<file path="config.mk">
export PLATFORM = sky130hd
export DESIGN_NAME = guess_input_conditioner
export DESIGN_NICKNAME = d
export VERILOG_FILES = /design/src/rtl/guess_input_conditioner.sv
export SDC_FILE = /design/constraint.sdc
export NUM_CORES = 1
export LEC_CHECK = 0
export ABC_AREA = 1
export CAP_MARGIN = 15
export CORE_MARGIN = 4
export CORE_UTILIZATION = 52
export DETAILED_ROUTE_END_ITERATION = 10
export PLACE_DENSITY = 0.82
export SYNTH_ARGS = -nofsm -noshare
export SYNTH_HDL_FRONTEND = slang
export SYNTH_SLANG_ARGS = --single-unit
</file>
<file path="constraint.sdc">
create_clock -name clk -period 1.2 [get_ports clk]
set_input_delay 0.18 -clock clk [delete_from_list [all_inputs] [get_ports clk]]
set_output_delay 0.18 -clock clk [all_outputs]
set_load 0.005 [all_outputs]
</file>
<file path="src/rtl/guess_input_conditioner.sv">
// Front end for guess_game: synchronises, debounces and qualifies raw guess switches
// into a single-cycle one-hot G pulse, flagging simultaneous multi-switch presses.
//
// state   | meaning
// --------+-------------------------------------------------------------
// STARTUP | post-reset wait while the debouncers fill from the inputs
// IDLE    | no debounced switch active, waiting for a press
// SETTLE  | press seen, letting late neighbours settle before evaluation
// HOLD    | outcome issued; waiting for full release of every switch
module guess_input_conditioner #(
    parameter int WIDTH         = 10,
    parameter int DB_CYCLES     = 4,
    parameter int SETTLE_CYCLES = 2,
    parameter int CNT_W         = 3
) (
    input  logic             clk,
    input  logic             reset,
    input  logic [WIDTH-1:0] sw_raw,
    output logic [WIDTH-1:0] G,
    output logic             g_valid,
    output logic             multi_err,
    output logic             busy
);

    localparam int TMR_MAX = (DB_CYCLES + 3 > SETTLE_CYCLES) ? DB_CYCLES + 3 : SETTLE_CYCLES;
    localparam int TMR_W   = $clog2(TMR_MAX + 1);

    typedef enum logic [1:0] {
        STARTUP = 2'd0,
        IDLE    = 2'd1,
        SETTLE  = 2'd2,
        HOLD    = 2'd3
    } state_t;

    logic [WIDTH-1:0]            s1, s2, stab;
    logic [WIDTH-1:0][CNT_W-1:0] db_cnt;
    logic                        db_idle;
    logic                        stab_onehot;

    state_t           state, state_nx;
    logic [TMR_W-1:0] tmr, tmr_nx;
    logic [WIDTH-1:0] g_nx;
    logic             gv_nx, me_nx;

    always_ff @(posedge clk or negedge reset) begin
        if (!reset) begin
            s1     <= '0;
            s2     <= '0;
            stab   <= '0;
            db_cnt <= '0;
        end else begin
            s1 <= sw_raw;
            s2 <= s1;
            for (int i = 0; i < WIDTH; i++) begin
                if (s2[i] == stab[i]) begin
                    db_cnt[i] <= '0;
                end else if (db_cnt[i] == CNT_W'(DB_CYCLES - 1)) begin
                    stab[i]   <= s2[i];
                    db_cnt[i] <= '0;
                end else begin
                    db_cnt[i] <= db_cnt[i] + CNT_W'(1);
                end
            end
        end
    end

    assign db_idle     = (db_cnt == '0);
    assign stab_onehot = (stab != '0) && ((stab & (stab - WIDTH'(1))) == '0);

    always_ff @(posedge clk or negedge reset) begin
        if (!reset) begin
            state     <= STARTUP;
            tmr       <= '0;
            G         <= '0;
            g_valid   <= 1'b0;
            multi_err <= 1'b0;
        end else begin
            state     <= state_nx;
            tmr       <= tmr_nx;
            G         <= g_nx;
            g_valid   <= gv_nx;
            multi_err <= me_nx;
        end
    end

    always_comb begin
        state_nx = state;
        tmr_nx   = tmr;
        g_nx     = '0;
        gv_nx    = 1'b0;
        me_nx    = 1'b0;
        case (state)
            STARTUP: begin
                if (tmr == TMR_W'(DB_CYCLES + 2)) begin
                    state_nx = HOLD;
                    tmr_nx   = '0;
                end else begin
                    tmr_nx = tmr + TMR_W'(1);
                end
            end
            IDLE: begin
                if (stab != '0) begin
                    state_nx = SETTLE;
                    tmr_nx   = '0;
                end
            end
            SETTLE: begin
                if (tmr == TMR_W'(SETTLE_CYCLES - 1)) begin
                    tmr_nx = '0;
                    if (stab_onehot) begin
                        g_nx     = stab;
                        gv_nx    = 1'b1;
                        state_nx = HOLD;
                    end else if (stab != '0) begin
                        me_nx    = 1'b1;
                        state_nx = HOLD;
                    end else begin
                        state_nx = IDLE;
                    end
                end else begin
                    tmr_nx = tmr + TMR_W'(1);
                end
            end
            HOLD: begin
                // wait for the debouncers to go quiet too, so a bounce cannot re-trigger
                if (stab == '0 && db_idle) state_nx = IDLE;
            end
            default: state_nx = STARTUP;
        endcase
    end

    assign busy = (state != IDLE);

endmodule

</file>
==> results of run 1 <==
==> layout by cell type (no fill, tap or decap), types with 11 or more instances in the layout <==
| cell | Yosys | final |
|---|---|---|
| dfrtp_1 | 77 | 77 |
| buf_4 | 0 | 50 |
| nand2_1 | 57 | 45 |
| inv_1 | 52 | 41 |
| nor2_1 | 56 | 39 |
| nand2_2 | 1 | 13 |
| nor3_1 | 12 | 12 |
| ha_1 | 20 | 12 |
| nor2_2 | 3 | 11 |
| clkbuf_8 | 0 | 11 |
==> registers in the layout, indices dropped and copies added (netlist names) <==
signal / flops
multi_err: 1
state: 2
stab: 10
tmr: 3
G: 10
db_cnt: 30
s1: 10
g_valid: 1
s2: 10
==> cell families after synthesis <==
family	share of synthesized area
AND/OR/NAND/NOR	0.2018
XOR/XNOR	0.03000
buffers and inverters	0.06077
flip-flops	0.5999
adder cells (fa/ha/maj)	0.07791
AO/OA/AOI/OAI	0.02961
==> Yosys cell counts (all sizes together) <==
master | count | area [sq um]
dfrtp | 77 | 1927
nor3b | 2 | 15.01
nand3 | 15 | 75.07
nand4 | 1 | 21.27
a21oi | 12 | 60.06
nand2 | 58 | 220.2
o21ai | 7 | 35.03
ha | 20 | 250.2
nor2 | 60 | 240.2
xnor2 | 10 | 87.58
inv | 52 | 195.2
or2 | 1 | 6.260
xor2 | 1 | 8.760
nor3 | 13 | 70.07
==> path summary, 6_finish.rpt <==
kind / start / endpoint
setup / recovery: stab[4] / G[8]
hold / removal: reset / s1[5]
setup reg to reg: stab[4] / G[8]
hold reg to reg: s1[6] / s2[6]
max in group asynchronous: reset / db_cnt[28]
min in group clk: sw_raw[5] / s1[5]
==> timing repair <==
| action | in CTS | in global routing |
|---|---|---|
| gates resized for setup | 55 | 37 |
| endpoints found under the hold margin | 77 | 0 |
| hold buffers | 1 | 0 |
| buffers inserted | 6 | 3 |
| gates cloned | 1 | 0 |
| pin swaps | 16 | 11 |
| endpoints found under the setup margin | 30 | 28 |
==> through the flow <==
step / instance area, sq um / util / hold slack (ns)
after global routing: 4415 / 0.7414 / 0.2382
after global placement: 3935 / 0.6607 / 0.05882
final: 4415 / 0.7414 / 0.2227
after floorplan: 3248 / - / -0.1156
after detailed placement: 3935 / 0.6607 / 0.06104
after CTS: 4294 / 0.7210 / 0.2160
==> power by group through the flow <==
stage / Sequential, mW / Combinational [mW] / Clock, mW
6_report: 3.59 / 4.94 / 1.79
5_1_grt: 3.65 / 5.40 / 1.92
4_1_cts: 3.55 / 4.42 / 1.79
3_5_place_dp: 3.60 / 3.78 / 0
3_3_place_gp: 3.55 / 3.58 / 0
2_1_floorplan: 3.59 / 2.14 / 0
==> cell type report <==
| cell class | count | area, sq um | share of cell area |
|---|---|---|---|
| sequential | 77 | 1927 | 0.4364 |
| multi-input combinational | 201 | 1348 | 0.3052 |
| timing repair buffer | 78 | 671.9 | 0.1522 |
| inverter | 52 | 197.7 | 0.04477 |
| clock buffer | 12 | 155.1 | 0.03514 |
| tap | 75 | 93.84 | 0.02125 |
| clock inverter | 4 | 22.52 | 0.005101 |
==> routing by layer <==
metal,vias up,track usage
met5,-,0
met2,90,0.3894
met3,29,0.05228
met4,0,0.1062
met1,1270,0.2522
li1,1200,-
==> metrics.md, run 1 <==
| Metric | Value |
|---|---|
| Crit-path max FO | 5 |
| Number of DRC markers in iteration 0 | around 160 |
| Setup TNS | -6.298 ns |
| WL final | 8.125 mm |
| Switching power | about 4.1 mW |
| Clock root cell | clkbuf_8 |
| Die extent in y | ~87 um |
| Final period utilization | 1.337 |
| Post-synthesis sequential area ratio | 0.5999 |
| Combinational power share | 0.479 |
| Core Region | 0.005956 sq mm |
| Final setup violation count | 19 |
| Starting Density | 0.5393 |
| Clock Path Buffers | 2 |
| Largest net degree at the start of global routing | 28 |
| Number of global-route vias before repair | approximately 2700 |
| Min cycle time layout | ~1.6 ns |
| Port Buffer Count | 24 |
| Tot GR Track Use | 0.2212 |
| Max_cap viols | 0 |
| First-pass GRT wire length | 12.63 mm |
| Cts bufs inserted | 9 |
| Worst path cell trace | nor2_1 -> nand2_1 -> nor2_4 -> nor2_2 -> nor2_4 -> nand4_4 -> nor2_2 |
| CP max stage delay | approximately 0.42 ns |
| Area Overhead vs Synth | 37.48% |
| Status | finished with violations |
| Setup slack, reg-to-reg | -0.40 ns |
| PwrDens | about 2300 mW/mm^2 |
| Worst Path Required | around 1.5 ns |
| Post-synthesis net count | 361 |
| Routed Antenna Nets | 0 |
| Worst slew pin tran | 0.3136 ns |
| Synth Area per Inst | between 9 and 10 sq um |
| Startpoint Class | flip-flop |
| Crit. path cell count | 7 |
| Sw Share | 0.3932 |
| M1 wire length | between 3 and 4 mm |
| Leak | between 2 and 2.5 nW |
| Via/cell ratio | 5.188 |
| Fin Clk Skew | 0.008500 ns |
| DR WL met2 | 4.363 mm |
| Setup WS pre-CTS | -0.2660 ns |
| Register bit total from synthesis | 77 |
| Setup slack after layout | -0.4038 ns |
| CP delay by family, top | simple AND/OR/NAND/NOR gates |
| P_int | between 6 and 7 mW |
| Pwr Total | between 10 and 15 mW |
| Post-synthesis cell area | 0.003212 sq mm |
| Post-DP HPWL | around 4.6 mm |
| Worst slew margin relative to its limit | 0.7895 |
| Final Hold Vio Count | 0 |
| Site Rows | 28 |
| Routability cong. | 0.8910 |
| I/O pin cnt | 25 |
| Yosys warnings | 0 |
| Yosys cell types | 18 |
| Fin cells | roughly 500 |
| Reg2Reg Depth | 7 |
| Violated checks | negative setup slack |
| Routed WL per cell | around 16 um |
| Sequential share of power | 0.348 |
| Initial antenna violation count | 0 |
| CP Capture Type | flip-flop |
| Worst path slowest cell | dfrtp_1 |
| TritonCTS clock tree | yes |
| Slew Limit Fails | 0 |
| Antenna Cells | 0 |
| Worst hold path class | in -> async |
| Fill count | 394 |
| Worst Path Arrival | approximately 1.9 ns |
| Die width | between 80 and 90 um |
| Die area | ~0.0075 sq mm |
| Clock share of power | 0.173 |
| Fraction of final layout cells sized beyond drive strength 1 | 0.3255 |
| DR vias | roughly 2600 |
| Post-synthesis cell count | between 300 and 400 |
| RSZ-0062 raised after global routing | yes |
| Worst path bufs/invs | 0 |
| Htree depth | 3 |
| WS Path Type | reg -> reg |
| Drt drc | 0 |
| CTS clk-pin slew, worst paths | around 0.070 ns |
| Drt first pass iters | 5 |
| Total Nets Final | between 400 and 500 |
| Gr ovfl total | 0 |
| Worst skew pair latency | around 0.36 ns |
| Max VDD drop | ~0.0014 V |
| Fmax | 623.5 MHz |
| Met3 wire length | between 300 and 400 um |
| Top sig layer | met4 |
| CTS sink cnt | just under 80 |
| Dpl cells | roughly 470 |
No activity file was read; power rests on OpenSTA's default activity.
==> run 2: changes to the inputs <==
--- a/config.mk
+++ b/config.mk
@@ -14,3 +14,4 @@
 export SYNTH_ARGS = -nofsm -noshare
 export SYNTH_HDL_FRONTEND = slang
 export SYNTH_SLANG_ARGS = --single-unit
+export TNS_END_PERCENT = 100
==> results of run 2 <==
No change in the layout: final DEF, timing and power equal those of run 1.
